`src/rtl/rs_pkg.sv`:
```
// rs_pkg: shared FSM state type, counter width and parameter defaults for rs_drive_ctrl
package rs_pkg;
  typedef enum logic [1:0] {IDLE, SET_P, CLR_P, GAP} state_t;
  localparam int CNT_W = 8;
  localparam int DEB_DEF = 4;
  localparam int PULSE_DEF = 3;
  localparam int GAP_DEF = 2;
endpackage

```
`src/rtl/rs_drive_ctrl_if.sv`:
```
// rs_drive_ctrl_if: request inputs and latch drive outputs of rs_drive_ctrl
// RS_FEEDBACK_CHECK_EN adds latch feedback inputs Q_FB/QB_FB and the sticky FB_ERR flag
interface rs_drive_ctrl_if;
  logic SET_IN, CLR_IN, S, R, Q_EXP, BUSY, DROP, CONFLICT;
`ifdef RS_FEEDBACK_CHECK_EN
  logic Q_FB, QB_FB, FB_ERR;
  modport master (output SET_IN, CLR_IN, Q_FB, QB_FB, input S, R, Q_EXP, BUSY, DROP, CONFLICT, FB_ERR);
  modport slave (input SET_IN, CLR_IN, Q_FB, QB_FB, output S, R, Q_EXP, BUSY, DROP, CONFLICT, FB_ERR);
`else
  modport master (output SET_IN, CLR_IN, input S, R, Q_EXP, BUSY, DROP, CONFLICT);
  modport slave (input SET_IN, CLR_IN, output S, R, Q_EXP, BUSY, DROP, CONFLICT);
`endif
endinterface

```
`src/rtl/rs_debounce.sv`:
```
// rs_debounce: two-flop synchroniser, counting debouncer and rising-edge request for one raw input
module rs_debounce import rs_pkg::*; #(
  parameter int DEB_CYCLES = DEB_DEF
) (
  input  logic CLK,
  input  logic RST,
  input  logic i_raw,
  output logic o_rise
);
  localparam logic [CNT_W-1:0] DEB_M1 = CNT_W'(DEB_CYCLES - 1);
  logic [1:0] r_sync;
  logic r_deb, r_deb_d;
  logic [CNT_W-1:0] r_cnt;
  always_ff @(posedge CLK) begin
    if (RST) begin
      r_sync <= '0;
      r_deb <= 1'b0;
      r_deb_d <= 1'b0;
      r_cnt <= '0;
    end else begin
      r_sync <= {r_sync[0], i_raw};
      r_deb_d <= r_deb;
      if (r_sync[1] == r_deb) r_cnt <= '0;
      else if (r_cnt == DEB_M1) begin
        r_deb <= r_sync[1];
        r_cnt <= '0;
      end else r_cnt <= r_cnt + 1'b1;
    end
  end
  assign o_rise = r_deb & ~r_deb_d;
endmodule

```
`src/rtl/rs_drive_ctrl.sv`:
```
// rs_drive_ctrl: debounced set/clear requests to fixed-width, never-overlapping S/R latch pulses
// RS_FEEDBACK_CHECK_EN enables the sticky latch feedback comparison (FB_ERR)
module rs_drive_ctrl import rs_pkg::*; #(
  parameter int DEB_CYCLES = DEB_DEF,
  parameter int PULSE_CYCLES = PULSE_DEF,
  parameter int GAP_CYCLES = GAP_DEF
) (
  input logic CLK,
  input logic RST,
  rs_drive_ctrl_if.slave bus
);
  localparam logic [CNT_W-1:0] PULSE_M1 = CNT_W'(PULSE_CYCLES - 1);
  localparam logic [CNT_W-1:0] GAP_M1 = CNT_W'(GAP_CYCLES - 1);
  state_t r_state, w_next;
  logic [CNT_W-1:0] r_cnt;
  logic r_q, r_drop, r_conf;
  logic w_req_s, w_req_c, w_last, w_exit, w_after;
  rs_debounce #(.DEB_CYCLES(DEB_CYCLES)) u_deb_s (.CLK(CLK), .RST(RST), .i_raw(bus.SET_IN), .o_rise(w_req_s));
  rs_debounce #(.DEB_CYCLES(DEB_CYCLES)) u_deb_c (.CLK(CLK), .RST(RST), .i_raw(bus.CLR_IN), .o_rise(w_req_c));
  always_ff @(posedge CLK) begin
    if (RST) begin
      r_state <= IDLE;
      r_cnt <= '0;
      r_q <= 1'b0;
      r_drop <= 1'b0;
      r_conf <= 1'b0;
    end else begin
      r_state <= w_next;
      r_cnt <= (w_next != r_state || r_state == IDLE) ? '0 : r_cnt + 1'b1;
      r_q <= w_exit ? (r_state == SET_P) : r_q;
      r_drop <= (w_req_s | w_req_c) && r_state != IDLE;
      r_conf <= w_req_s && w_req_c && r_state == IDLE;
    end
  end
  always_comb begin
    w_last = (r_state == GAP) ? (r_cnt == GAP_M1) : (r_cnt == PULSE_M1);
    w_exit = (r_state == SET_P || r_state == CLR_P) && w_last;
    w_after = (GAP_CYCLES == 0) ? IDLE : GAP;
    w_next = r_state;
    if (r_state == IDLE) w_next = (w_req_s && !w_req_c) ? SET_P : (w_req_c && !w_req_s) ? CLR_P : IDLE;
    else if (r_state == GAP) w_next = w_last ? IDLE : GAP;
    else if (w_exit) w_next = w_after ? GAP : IDLE;
  end
  always_comb begin
    bus.S = r_state == SET_P;
    bus.R = r_state == CLR_P;
    bus.BUSY = r_state != IDLE;
    bus.Q_EXP = r_q;
    bus.DROP = r_drop;
    bus.CONFLICT = r_conf;
  end
`ifdef RS_FEEDBACK_CHECK_EN
  // compare the latch one cycle after a pulse ends, once Q_EXP has updated
  logic r_chk, r_fb_err;
  always_ff @(posedge CLK) begin
    if (RST) begin
      r_chk <= 1'b0;
      r_fb_err <= 1'b0;
    end else begin
      r_chk <= w_exit;
      if (r_chk && (bus.Q_FB != r_q || bus.QB_FB == bus.Q_FB)) r_fb_err <= 1'b1;
    end
  end
  assign bus.FB_ERR = r_fb_err;
`endif
endmodule

```
`src/flat_wrapper.sv`:
```
// flat-port wrapper written by rule: the top's interface ports become plain ports
module rs_drive_ctrl_flat import rs_pkg::*;
#(
  parameter int DEB_CYCLES = DEB_DEF,
  parameter int PULSE_CYCLES = PULSE_DEF,
  parameter int GAP_CYCLES = GAP_DEF
)
  (CLK, RST, bus_SET_IN, bus_CLR_IN, bus_S, bus_R, bus_Q_EXP, bus_BUSY, bus_DROP, bus_CONFLICT);
  rs_drive_ctrl_if bus_i ();
  input logic CLK;
  input logic RST;
  input wire logic [$bits(bus_i.SET_IN)-1:0] bus_SET_IN;
  input wire logic [$bits(bus_i.CLR_IN)-1:0] bus_CLR_IN;
  output wire logic [$bits(bus_i.S)-1:0] bus_S;
  output wire logic [$bits(bus_i.R)-1:0] bus_R;
  output wire logic [$bits(bus_i.Q_EXP)-1:0] bus_Q_EXP;
  output wire logic [$bits(bus_i.BUSY)-1:0] bus_BUSY;
  output wire logic [$bits(bus_i.DROP)-1:0] bus_DROP;
  output wire logic [$bits(bus_i.CONFLICT)-1:0] bus_CONFLICT;
  assign bus_i.SET_IN = bus_SET_IN;
  assign bus_i.CLR_IN = bus_CLR_IN;
  assign bus_S = bus_i.S;
  assign bus_R = bus_i.R;
  assign bus_Q_EXP = bus_i.Q_EXP;
  assign bus_BUSY = bus_i.BUSY;
  assign bus_DROP = bus_i.DROP;
  assign bus_CONFLICT = bus_i.CONFLICT;
  rs_drive_ctrl #(.DEB_CYCLES(DEB_CYCLES), .PULSE_CYCLES(PULSE_CYCLES), .GAP_CYCLES(GAP_CYCLES)) u_core (.CLK(CLK), .RST(RST), .bus(bus_i));
endmodule
```
`config.mk`:
```
export PLATFORM = sky130hd
export DESIGN_NAME = rs_drive_ctrl_flat
export DESIGN_NICKNAME = d
export VERILOG_FILES = /design/src/rtl/rs_pkg.sv /design/src/rtl/rs_drive_ctrl_if.sv /design/src/rtl/rs_debounce.sv /design/src/rtl/rs_drive_ctrl.sv /design/src/flat_wrapper.sv
export SDC_FILE = /design/constraint.sdc
export NUM_CORES = 1
export LEC_CHECK = 0
export BUFFER_PORTS_ARGS = -buffer_cell sky130_fd_sc_hd__buf_2
export CELL_PAD_IN_SITES_DETAIL_PLACEMENT = 1
export CELL_PAD_IN_SITES_GLOBAL_PLACEMENT = 1
export CORE_MARGIN = 2
export CORE_UTILIZATION = 49
export DETAILED_ROUTE_END_ITERATION = 10
export GPL_TIMING_DRIVEN = 1
export PLACE_DENSITY_LB_ADDON = 0.15
export SKIP_LAST_GASP = 1
export SLEW_MARGIN = 5
export SYNTH_ARGS = -nofsm -noshare
export SYNTH_HDL_FRONTEND = slang
export SYNTH_SLANG_ARGS = --single-unit
```
`constraint.sdc`:
```
create_clock -name CLK -period 3 [get_ports CLK]
set_clock_uncertainty 0.15 [all_clocks]
set_input_delay 0.3 -clock CLK [delete_from_list [all_inputs] [get_ports CLK]]
set_output_delay 0.3 -clock CLK [all_outputs]
set_load 0.01 [all_outputs]
```
==> results.md <==
- Hold Slack: 0.0289 ns
- Pin count of the biggest net entering global routing: 18
- Gr busiest metal: met2
- Fin nets: 197
- Post-CTS Resized: 0
- Fin crit period: 2.07 ns
- Final setup viols: 0
- Least-Margin Pin Slew: 0.387 ns
- PortBufs: 9
- Leakage: 0.696 nW
- Max cap viols: 0
- Layout cells sized above 1: 10.2%
- Hold WC Path Type: in2reg
- Met3 Track Usage GR: between 5 and 6%
- CP max stage delay: 0.48 ns
- Rows: 20
- R2R cell count: 6
- WHS Path Cells: 2
- Core area: ~0.0031 mm2
- CP max-delay cell: dfxtp_1
- Area of the die: 0.00380 mm2
- Aggregate global routing overflow: 0
- Fillcell total: 394
- Detail Route Antenna Nets: 0
- Setup ws final: 0.933 ns
- Syn Nets: 184
- Number of post-CTS setup repair buffers: 0
- RSZ-0062 raised after global routing: no
- Initial antenna violation count: 0
- Async set-reset flop share out of synthesis: 0%
- Num CTS Buffers: 5
- FF-to-FF setup slack: approximately 0.93 ns
- Clock slew at reported path FFs: about 0.1 ns
- DPL Wire Length: 2430 um
- VDD IR max: 243 uV
- Cells after Synth: 173
- CTS sink cnt: 37
- Vias in the first global route: 1278
- Setup crit end kind: flip-flop
- Final Cycle Share: 68.9%
- Crit Path Max Fanout: 8
- Warnings, synthesis: 0
- Fin area: 0.00177 mm2
- Top FF cell, synth: dfxtp_1
- H-tree depth: 2
- Yosys reg bits: 37
- Antenna Cells: 0
- Final hold violation count: 0
- Req. time, crit path: 3.11 ns
- Die Width: 61.6 um
- First-pass GRT wire length: 5610 um
- Avg Cell Area, Syn: 9.41 um2
- Fin Setup TNS: 0 ns
- Worst reg2reg path endpoint: u_core.r_cnt[0]$_SDFF_PP0_
- DRC viols: 0
- DIE HEIGHT: 61.6 um
- WL/cell: 13.9 um
- Status: completed
- Post-synth EDFFs: 0
- Starting density of the core: 52.5%
- Synth cell types: 33
- Root buf cell: clkbuf_4
- Final Max Tran Viols: 0
- Global Route Usage Sum: 21.1%
- Crit path launch type: flip-flop
- DR vias: 1198
- Slew headroom: approximately three quarters
- DRT iter0 DRCs: 41
- Dpl cells: 223
- Final non-filler cell total: ~230
- Hold path start: bus_SET_IN
- Power Density: 425 mW/mm2
- TritonCTS clock tree: done
- Maximum clock rate: 0.484 GHz
- Worst path cell trace: inv_1, ha_1, a2111oi_0, a41o_2, o221ai_4, a21oi_1
- Routability cong.: 0.840
- Sequential fraction of the synthesis area: ~46%
- Worst Setup Slack post-DPL: between 0.9 and 1 ns
- RR Startpoint: u_core.r_state[0]$_SDFF_PP0_
- # IOs: 10
- Hold EP: u_core.u_deb_s.r_sync[0]$_SDFF_PP0_
- Clock Path Buffers: 2
- Hold buffer count at cts: 0
- Worst setup path class: reg2reg
- GR Util met1: 24.2%
- Met2 GRT Util: 35.9%
- Mapped Area: about 0.0016 mm2
- Area Overhead vs Synth: 8.45%
- DP Area: 0.00172 mm2
- Final wirelength: 3220 um
- Via density per instance: 5.19
- Detailed Routing Iterations Pass 1: 4
- WP data arrival: 2.18 ns
- Clock Latency Late Sink: 0.34 ns
[logic make-up after synthesis]
| kind of cell | share of synthesized area (%) |
|---|---|
| AO/OA/AOI/OAI | 10.5 |
| XOR/XNOR | 10.8 |
| adder cells (fa/ha/maj) | 5.38 |
| buffers and inverters | 2.31 |
| flip-flops | 45.5 |
| multiplexers | 1.84 |
| AND/OR/NAND/NOR | 23.8 |
[worst max-delay path by stage]
stage,start,endpoint,cells past startpoint
3_3_place_gp,u_core.r_state[0]$_SDFF_PP0_,u_core.r_cnt[5]$_SDFF_PP0_,6
5_1_grt,u_core.r_state[0]$_SDFF_PP0_,u_core.r_cnt[0]$_SDFF_PP0_,6
6_report,u_core.r_state[0]$_SDFF_PP0_,u_core.r_cnt[0]$_SDFF_PP0_,6
2_1_floorplan,u_core.r_state[0]$_SDFF_PP0_,u_core.r_cnt[0]$_SDFF_PP0_,7
4_1_cts,u_core.r_state[0]$_SDFF_PP0_,u_core.r_cnt[0]$_SDFF_PP0_,6
3_5_place_dp,u_core.r_state[0]$_SDFF_PP0_,u_core.r_cnt[7]$_SDFF_PP0_,6
[cells in the final DEF (no fill, tap or decap), types with 5 or more instances in the layout]
master and instances:
a21oi_1 10, and3_1 6, buf_2 9, clkbuf_4 5, dfxtp_1 37, ha_1 7
inv_1 7, nand2_1 8, nand3_1 16, nor2_1 25, nor2b_1 8, xnor2_1 8
xor2_1 12
[per-layer routing]
layer	up-vias	share of wire [%]
li1	618	-
met5	-	0
met2	14	49
met4	0	2.4
met1	559	46
met3	7	2.9
[synth_stat cells, types with 2 or more instances]
master	number	area share (%)
inv_1	7	1.6
nor2_1	25	5.8
nor3_1	3	0.92
nand2_1	8	1.8
nor3b_1	2	0.92
nand3_1	16	4.9
ha_1	7	5.4
a21oi_1	10	3.1
mux2i_1	3	1.8
clkbuf_1	3	0.69
xor2_1	12	6.5
nor2b_1	8	3.1
and3_1	6	2.3
dfxtp_1	37	46
xnor2_1	8	4.3
[cell type report]
class	count	area, um2	share of cell area (%)
clock buffers	8	48.8	2.76
inverters	7	26.3	1.49
multi-input cells	126	850	48.1
flip-flops and latches	37	741	42.0
well taps	44	55.1	3.12
repair buffers	9	45.0	2.55
[metrics by stage]
| stage | total power, mW | util (%) |
|---|---|---|
| floorplan | 0.515 | - |
| global placement | 0.518 | 55.3 |
| detailed placement | 0.519 | 55.3 |
| CTS | 0.762 | 56.9 |
| global route | 0.787 | 56.9 |
| finish | 0.750 | 56.9 |
[sequential cells by signal, indices dropped and copies added, names as in the netlist]
name                    flops
u_core.u_deb_s.r_cnt        8
u_core.u_deb_c.r_sync       2
u_core.u_deb_s.r_sync       2
u_core.r_state              2
u_core.bus.Q_EXP            1
u_core.u_deb_c.r_deb        1
u_core.u_deb_c.r_cnt        8
u_core.u_deb_s.r_deb_d      1
u_core.u_deb_c.r_deb_d      1
u_core.u_deb_s.r_deb        1
u_core.r_cnt                8
u_core.bus.DROP             1
u_core.bus.CONFLICT         1
[worst max-delay path, delay by kind of cell, from the launching register on]
kind            cells  cell delay, ns
compound gates      4            0.94
flops               1            0.48
fa+ha+maj           1            0.30
buf+inv             1            0.12
[report_power, final]
group	internal [mW]	total, mW	switching [mW]
clock	0.0934	0.243	0.150
sequential	0.494	0.496	0.00194
combinational	0.00415	0.0108	0.00664
(Power assumes the default switching activity.)
